## src/rtl/fig_04b_block_078_pkg.sv

```systemverilog
// Shared opcode constants, flag bit positions and prefix/opcode classification
// used by the register/prefix block and the instruction decoder.
package fig_04b_block_078_pkg;

    localparam logic [3:0] OP_TO_HI   = 4'h1;
    localparam logic [3:0] OP_WITH_HI = 4'h2;
    localparam logic [3:0] OP_FROM_HI = 4'hB;
    localparam logic [7:0] OP_ALT1    = 8'h3D;
    localparam logic [7:0] OP_ALT2    = 8'h3E;
    localparam logic [7:0] OP_ALT3    = 8'h3F;

    localparam int FLAG_Z    = 0;
    localparam int FLAG_S    = 1;
    localparam int FLAG_CY   = 2;
    localparam int FLAG_OV   = 3;
    localparam int NUM_FLAGS = 4;

    typedef enum logic [2:0] {
        OPC_NONE,
        OPC_FROM,
        OPC_TO,
        OPC_WITH,
        OPC_ALT,
        OPC_MOVE,
        OPC_MOVES,
        OPC_ALU
    } op_class_e;

    // FROM/TO become MOVES/MOVE once a WITH prefix has set flag_b.
    function automatic op_class_e op_decode(input logic [7:0] op, input logic flag_b);
        op_class_e cls;
        if (op[7:4] == OP_WITH_HI) begin
            cls = OPC_WITH;
        end else if ((op == OP_ALT1) || (op == OP_ALT2) || (op == OP_ALT3)) begin
            cls = OPC_ALT;
        end else if (op[7:4] == OP_FROM_HI) begin
            cls = flag_b ? OPC_MOVES : OPC_FROM;
        end else if (op[7:4] == OP_TO_HI) begin
            cls = flag_b ? OPC_MOVE : OPC_TO;
        end else begin
            cls = OPC_ALU;
        end
        return cls;
    endfunction

endpackage

```

## src/rtl/fig_06_block_166.sv

```systemverilog
// Status flag register (Z, S, CY, OV) with independent update enables for the
// zero/sign pair, the carry and the overflow bit.
module fig_06_block_166
    import fig_04b_block_078_pkg::*;
(
    input  logic                 clk,
    input  logic                 rst,
    input  logic                 zs_en,
    input  logic [15:0]          zs_val,
    input  logic                 cy_en,
    input  logic                 cy_val,
    input  logic                 ov_en,
    input  logic                 ov_val,
    output logic [NUM_FLAGS-1:0] flags
);

    logic [NUM_FLAGS-1:0] flags_r;
    logic [NUM_FLAGS-1:0] flags_nxt_s;

    // Next flag values; each field holds unless its enable is set.
    always_comb begin
        flags_nxt_s = flags_r;
        if (zs_en) begin
            flags_nxt_s[FLAG_Z] = (zs_val == 16'h0000);
            flags_nxt_s[FLAG_S] = zs_val[15];
        end else begin
            flags_nxt_s[FLAG_Z] = flags_r[FLAG_Z];
            flags_nxt_s[FLAG_S] = flags_r[FLAG_S];
        end
        if (cy_en) begin
            flags_nxt_s[FLAG_CY] = cy_val;
        end else begin
            flags_nxt_s[FLAG_CY] = flags_r[FLAG_CY];
        end
        if (ov_en) begin
            flags_nxt_s[FLAG_OV] = ov_val;
        end else begin
            flags_nxt_s[FLAG_OV] = flags_r[FLAG_OV];
        end
    end

    // Flag register.
    always_ff @(posedge clk) begin
        if (rst) begin
            flags_r <= {NUM_FLAGS{1'b0}};
        end else begin
            flags_r <= flags_nxt_s;
        end
    end

    assign flags = flags_r;

endmodule

```

## src/rtl/fig_04b_block_078.sv

```systemverilog
// Register file, prefix state (FROM/TO/WITH/ALTx) and operand routing for the
// ALU; MOVE/MOVES execute here, other opcodes take their result from the ALU.
module fig_04b_block_078
    import fig_04b_block_078_pkg::*;
(
    input  logic        clk,
    input  logic        rst,
    input  logic [7:0]  instr,
    input  logic        instr_valid,
    input  logic        alu_wr,
    input  logic        flag_en,
    input  logic        cyov_en,
    input  logic [15:0] z,
    input  logic        cy,
    input  logic        ov,
    output logic [15:0] x,
    output logic [15:0] y,
    output logic [15:0] r15,
    output logic        flag_z,
    output logic        flag_s,
    output logic        flag_cy,
    output logic        flag_ov,
    output logic        flag_b,
    output logic        alt1,
    output logic        alt2,
    output logic [3:0]  sreg,
    output logic [3:0]  dreg
);

    logic [15:0]          regs_r [16];
    logic [3:0]           sreg_r, dreg_r, sreg_nxt_s, dreg_nxt_s;
    logic                 flag_b_r, alt1_r, alt2_r;
    logic                 flag_b_nxt_s, alt1_nxt_s, alt2_nxt_s;
    op_class_e            dec_s;
    logic [3:0]           n_s;
    logic [15:0]          src_s, opnd_s;
    logic                 wr_en_s;
    logic [3:0]           wr_idx_s;
    logic [15:0]          wr_data_s;
    logic                 zs_en_s, cy_en_s, cy_val_s, ov_en_s, ov_val_s;
    logic [15:0]          zs_val_s;
    logic [NUM_FLAGS-1:0] flags_s;

    assign n_s    = instr[3:0];
    assign src_s  = regs_r[sreg_r];
    assign opnd_s = regs_r[n_s];

    // Opcode classification; an idle cycle decodes to nothing.
    always_comb begin
        dec_s = OPC_NONE;
        if (instr_valid) begin
            dec_s = op_decode(instr, flag_b_r);
        end else begin
            dec_s = OPC_NONE;
        end
    end

    // Register write port and flag update requests.
    always_comb begin
        wr_en_s   = 1'b0;
        wr_idx_s  = 4'h0;
        wr_data_s = 16'h0000;
        zs_en_s   = 1'b0;
        zs_val_s  = 16'h0000;
        cy_en_s   = 1'b0;
        cy_val_s  = 1'b0;
        ov_en_s   = 1'b0;
        ov_val_s  = 1'b0;
        case (dec_s)
            OPC_MOVE: begin
                wr_en_s   = 1'b1;
                wr_idx_s  = n_s;
                wr_data_s = src_s;
            end
            OPC_MOVES: begin
                wr_en_s   = 1'b1;
                wr_idx_s  = dreg_r;
                wr_data_s = opnd_s;
                zs_en_s   = 1'b1;
                zs_val_s  = opnd_s;
                ov_en_s   = 1'b1;
                ov_val_s  = opnd_s[7];
            end
            OPC_ALU: begin
                wr_en_s   = alu_wr;
                wr_idx_s  = dreg_r;
                wr_data_s = z;
                zs_en_s   = flag_en;
                zs_val_s  = z;
                cy_en_s   = cyov_en;
                cy_val_s  = cy;
                ov_en_s   = cyov_en;
                ov_val_s  = ov;
            end
            default: begin
                wr_en_s = 1'b0;
            end
        endcase
    end

    // Prefix state: prefixes accumulate, any completing opcode clears them.
    always_comb begin
        sreg_nxt_s   = sreg_r;
        dreg_nxt_s   = dreg_r;
        flag_b_nxt_s = flag_b_r;
        alt1_nxt_s   = alt1_r;
        alt2_nxt_s   = alt2_r;
        case (dec_s)
            OPC_FROM: sreg_nxt_s = n_s;
            OPC_TO:   dreg_nxt_s = n_s;
            OPC_WITH: begin
                sreg_nxt_s   = n_s;
                dreg_nxt_s   = n_s;
                flag_b_nxt_s = 1'b1;
            end
            OPC_ALT: begin
                alt1_nxt_s = (instr != OP_ALT2);
                alt2_nxt_s = (instr != OP_ALT1);
            end
            OPC_MOVE, OPC_MOVES, OPC_ALU: begin
                sreg_nxt_s   = 4'h0;
                dreg_nxt_s   = 4'h0;
                flag_b_nxt_s = 1'b0;
                alt1_nxt_s   = 1'b0;
                alt2_nxt_s   = 1'b0;
            end
            default: begin
                sreg_nxt_s = sreg_r;
            end
        endcase
    end

    // Prefix state registers.
    always_ff @(posedge clk) begin
        if (rst) begin
            sreg_r   <= 4'h0;
            dreg_r   <= 4'h0;
            flag_b_r <= 1'b0;
            alt1_r   <= 1'b0;
            alt2_r   <= 1'b0;
        end else begin
            sreg_r   <= sreg_nxt_s;
            dreg_r   <= dreg_nxt_s;
            flag_b_r <= flag_b_nxt_s;
            alt1_r   <= alt1_nxt_s;
            alt2_r   <= alt2_nxt_s;
        end
    end

    // Register file with a single write port.
    always_ff @(posedge clk) begin
        if (rst) begin
            for (int i = 0; i < 16; i++) begin
                regs_r[i] <= 16'h0000;
            end
        end else if (wr_en_s) begin
            regs_r[wr_idx_s] <= wr_data_s;
        end
    end

    fig_06_block_166 u_flags (
        .clk    (clk),
        .rst    (rst),
        .zs_en  (zs_en_s),
        .zs_val (zs_val_s),
        .cy_en  (cy_en_s),
        .cy_val (cy_val_s),
        .ov_en  (ov_en_s),
        .ov_val (ov_val_s),
        .flags  (flags_s)
    );

    assign x       = src_s;
    assign y       = opnd_s;
    assign r15     = regs_r[15];
    assign flag_z  = flags_s[FLAG_Z];
    assign flag_s  = flags_s[FLAG_S];
    assign flag_cy = flags_s[FLAG_CY];
    assign flag_ov = flags_s[FLAG_OV];
    assign flag_b  = flag_b_r;
    assign alt1    = alt1_r;
    assign alt2    = alt2_r;
    assign sreg    = sreg_r;
    assign dreg    = dreg_r;

endmodule

```

## config.mk

```make
export PLATFORM = sky130hd
export DESIGN_NAME = fig_04b_block_078
export DESIGN_NICKNAME = d
export VERILOG_FILES = /design/src/rtl/fig_04b_block_078_pkg.sv /design/src/rtl/fig_06_block_166.sv /design/src/rtl/fig_04b_block_078.sv
export SDC_FILE = /design/constraint.sdc
export NUM_CORES = 1
export LEC_CHECK = 0
export CAP_MARGIN = 20
export CORE_ASPECT_RATIO = 0.8
export CORE_MARGIN = 2
export CORE_UTILIZATION = 45
export DETAILED_ROUTE_END_ITERATION = 6
export GPL_ROUTABILITY_DRIVEN = 0
export GPL_TIMING_DRIVEN = 0
export SLEW_MARGIN = 30
export SYNTH_ARGS = -nofsm -noshare
export SYNTH_HDL_FRONTEND = slang
export SYNTH_SLANG_ARGS = --single-unit
export TNS_END_PERCENT = 10
```

## constraint.sdc

```tcl
create_clock -name clk -period 6.8 [get_ports clk]
set_input_delay 1.36 -clock clk [delete_from_list [all_inputs] [get_ports clk]]
set_output_delay 1.36 -clock clk [all_outputs]
set_load 0.05 [all_outputs]
```

# Yosys cells after proc, flatten, opt, wreduce, memory -nomap -nowiden
# Memory sizes are Yosys's and may differ from the RTL's. A register that Yosys moved wholly into a read port is not among the register bits.
# Index checks and enable logic that the tools add are counted.
[word_totals]
ff_bits = 15
ramBits = 256
wordCells = 68
mem_count = 1
[memory_table]
columns = ["memory", "depth", "width", "rd", "rd_ports_with_merged_regs", "wr", "line_no", "source"]
rows = [
  ["regs_r", 16, 16, 3, 1, 16, "fig_04b_block_078.sv:30", "logic [15:0] regs_r [16];"],
]
[classes]
n_eq_ne = 15
mux = 31
n_reduce_logical = 13
[op_table]
columns = ["operator", "n"]
rows = [
  ["16-bit one-hot mux with 3 select lines", 1],
  ["16-bit one-hot mux with 2 select lines", 1],
  ["8-bit by 6-bit equality test with 1-bit output (second input constant)", 3],
  ["4-bit one-hot mux with 2 select lines", 3],
  ["3-bit 2-to-1 mux", 7],
  ["16-bit logical NOT", 1],
  ["16-bit 2-to-1 mux", 1],
  ["8-bit by 6-bit inequality test with 1-bit output (second input constant)", 2],
  ["16-bit OR reduction", 1],
  ["1-bit one-hot mux with 2 select lines", 7],
  ["3-bit equality test (second input constant)", 4],
  ["4-bit 2-to-1 mux", 3],
  ["1-bit 2-to-1 mux", 8],
  ["2-bit nonzero test", 4],
  ["2-bit OR reduction", 4],
  ["3-bit by 2-bit equality test with 1-bit output (second input constant)", 2],
  ["4-bit by 1-bit equality test with 1-bit output (second input constant)", 1],
  ["4-bit by 2-bit equality test with 1-bit output (second input constant)", 1],
  ["4-bit equality test (second input constant)", 1],
  ["3-bit by 1-bit equality test with 1-bit output (second input constant)", 1],
  ["3-bit OR reduction", 1],
  ["1-bit logical OR", 2],
]

# Longest topological paths before layout
# Gate-level depths: netlist of the first run.
[depth]
ltp_word = 14
depth_mapped = 11
ltp_nobuf = 7

# Modules after synthesis
# Synthesis of the first run repeated with hierarchy kept, for this count alone.
[unflattened]
cells_unflattened = 1272
area_unflattened_um2 = 15083.2
[by_module_without_submodules]
columns = ["module", "n_inst", "cells_each", "area_each_um2"]
rows = [
  ["fig_04b_block_078", 1, 1254, 14905.5],
  ["fig_06_block_166", 1, 18, 177.7],
]

# Least setup slack after synthesis of the first run
# OpenSTA, ideal clock, no wires.
[synth_path]
path_kind = "in2out"
startpoint = "input instr[0]"
endpoint = "output y[3]"
t_arrival_ns = 3.543
required_time_ns = 5.440
path_slack_ns = 1.897
path_stages = 6
path_buffers = 3
path_cell_list = "buf_4 buf_4 buf_2 mux4_2 mux2i_1 o21ai_0"
[synth_between]
elab_chain_len = 1
[synth_rtl]
columns = ["item", "line_no", "source"]
rows = [
  ["from (decl)", "fig_04b_block_078.sv:8", "input logic [7:0] instr,"],
  ["memory 16 x 16 bit", "-", ""],
  ["to (decl)", "fig_04b_block_078.sv:17", "output logic [15:0] y,"],
]
# Every way passes these cells.

# Worst setup path in the final report of the first run
[layout_path]
startpoint = "input instr[2]"
endpoint = "output y[9]"
# Same word-level chain as after synthesis.

==> metrics.txt, run 1 <==
area leader, netlist edfxtp_1; Yosys reg bits 275; Via density ~6.6; clock slew at reported path FFs 0.06 ns; initial drt markers 1630; Num CTS Buffers 29; Pre-antenna DRT Iters 7; fin crit share 1.01; Mapped Area between 0.01 and 0.015 sq mm; most frequent cells after synthesis 258 x nor2_1, 256 x edfxtp_1, 113 x mux4_2; number of port buffers 90; Area Overhead vs Synth 17.8%; Final Critical Period 6.86 ns; Placement Cell Area 0.0162 sq mm; final net count 1217; first-pass GRT wire length roughly 76 mm; layout cell share with drive strength beyond 1 0.250; final hold vios 0; fmax 146 MHz; Syn Inst Count 1052; Power Total 4390 uW; worst hold slack between 0.4 and 0.5 ns; antenna-violating nets left 0; H-Tree Depth 1; Worst Tran Pin Value between 1 and 1.5 ns; Non-Filler Instances ~1.6k; crit start category input port; GRT Util Overall 0.321; row cnt 59; antenna cell count 0; Max-Slew Margin vs Limit 0.310; Filler cells 2723; CTS sink cnt 275; Root Driver clkbuf_16; Avg WL per Cell between 30 and 40 um; Routed WL 53.5 mm; Distinct cells, synth roughly 70; Finished Cell Area about 0.017 sq mm; outcome finished with violations; total gr overflow 0; Worst Skew 0.0225 ns; postcts setup bufs 0; main area contributors after synthesis edfxtp_1 52%, mux4_2 17%, nor2_1 6.6%; die area around 0.034 sq mm; worst-path fanout max 10; Yosys Warn Count 0; Clk Latency, worst-skew pair approximately 0.59 ns; drt drc 2; Post-Syn Nets 1084; RSZ-0062 raised after global routing yes; CP required 5.44 ns; core footprint 0.0323 sq mm; hold_sp u_flags.flags[2]$_SDFFE_PP0P_; Pins Over Slew Limit 0; Critical Path AT 5.50 ns; Post-synth EDFFs 256; number of global-route vias before repair around 10k; Vias 10.7k; Die Wd 206 um; CTS max path bufs 3; sequential element share of the synthesized area 0.550; leakage power 0.00580 uW; Worst Setup SP instr[2]; Post-synth top flop edfxtp_1; largest net degree at the start of global routing 17; syn_area_per_cell 13.9 sq um; initial core utilization 0.454; Final WS setup -0.0594 ns; Worst VDD drop 0.235 mV; post-synthesis async set-or-reset flop share 0; Placed Cells incl. Taps about 1.6k; dpl hpwl ~38 mm; Die Height 165 um; Hold WC Path Type reg2reg; initial antenna violation count 0; PD cells 254 mW/mm^2; cts-stage hold buffer count 0; Max Cap Viol 0; Ports 95; final setup violation count 2; most common cell in the netlist nor2_1; Crit Path Class in2out; Synth top area share 0.525; CTS tree done; failing checks DRC, setup timing; Setup crit end kind output port
==> registers in the layout, indices dropped and copies added, names as in the netlist, named ones only <==
register,flops
dreg,4
flag_b,1
alt2,1
regs_r,256
u_flags.flags,4
alt1,1
sreg,4
==> placed cells by master (no fill, tap or decap), drive strengths merged, types with 10 or more instances in the layout <==
cell and instances:
a222oi 11, clkbuf 56, mux4 133, edfxtp 256
nand2 30, nand2b 24, nand3 13, nor3 11
buf 76, dfxtp 19, a22oi 10, clkinv 11
mux2i 26, clkdlybuf4s50 90, or2 10, nor2 278
a21oi 27
==> metal layers <==
| metal | routed length [um] | GRT usage |
|---|---|---|
| met5 | 0 | 0 |
| met4 | 2070 | 0.104 |
| met3 | 7590 | 0.117 |
| met2 | 22700 | 0.457 |
| met1 | 21200 | 0.459 |
==> worst max-delay path, stage by stage <==
cell and delay, ns:
clkdlybuf4s50_1 0.53, clkbuf_1 0.64, buf_1 0.78, mux2i_1 0.17, a221oi_1 0.52, a21oi_1 0.14
o22ai_1 0.45, clkdlybuf4s50_1 0.91
==> path summary, 6_finish.rpt <==
check | endpoint | slack [ns] | cells after the start
hold reg to reg | u_flags.flags[2]$_SDFFE_PP0P_ | 0.47 | 2
setup reg to reg | regs_r[14][15]$_SDFFCE_PN0P_ | 2.92 | 8
setup / recovery | y[9] | -0.06 | 8
hold / removal | u_flags.flags[2]$_SDFFE_PP0P_ | 0.47 | 2
==> report_power, final <==
part | internal (uW) | total (uW) | switching (uW) | leakage [uW]
Combinational | 246 | 699 | 453 | 0.00250
Sequential | 1910 | 1940 | 36.6 | 0.00280
Clock | 1020 | 1750 | 730 | 0.000493
==> cell families (layout without fill, tap and decap cells) <==
logic type,after synthesis,in the layout,synth area share
buffers and inverters,105,259,0.0437
multiplexers,165,165,0.232
AO/OA/AOI/OAI,102,102,0.0502
flip-flops,275,275,0.550
AND/OR/NAND/NOR,403,403,0.123
XOR/XNOR,2,2,0.00120
==> area by class of cell <==
type / instances / area [sq um] / share of cell area
Buffer: 97 / 623 / 0.0361
Sequential cell: 275 / 8070 / 0.467
Multi-Input combinational cell: 672 / 5980 / 0.347
Tap cell: 427 / 534 / 0.0309
Clock buffer: 30 / 729 / 0.0422
Clock inverter: 22 / 298 / 0.0172
Inverter: 7 / 26.3 / 0.00152
Timing Repair Buffer: 103 / 1000 / 0.0581
==> stage by stage <==
step / utilization / setup TNS, ns / setup WS, ns
after floorplan: - / 0 / 1.90
after global placement: 0.499 / -0.0000928 / -0.0000928
after detailed placement: 0.503 / -0.0137 / -0.0137
after CTS: 0.535 / 0 / 0.0158
after global routing: 0.535 / -0.0998 / -0.0998
final: 0.535 / -0.0962 / -0.0594
==> what timing repair did <==
action | 4_1_cts | 5_1_grt
endpoints found under the hold margin | 0 | 0
pin swaps | 0 | 0
setup endpoints to repair | 1 | 4
resized for setup | 2 | 3
(Power assumes the default switching activity.)
==> run 2: changes to the inputs <==
--- a/config.mk
+++ b/config.mk
@@ -5,7 +5,6 @@
 export SDC_FILE = /design/constraint.sdc
 export NUM_CORES = 1
 export LEC_CHECK = 0
-export CAP_MARGIN = 20
 export CORE_ASPECT_RATIO = 0.8
 export CORE_MARGIN = 2
 export CORE_UTILIZATION = 45
==> results of run 2 <==
Final layout, timing and power as in run 1 (identical DEF).
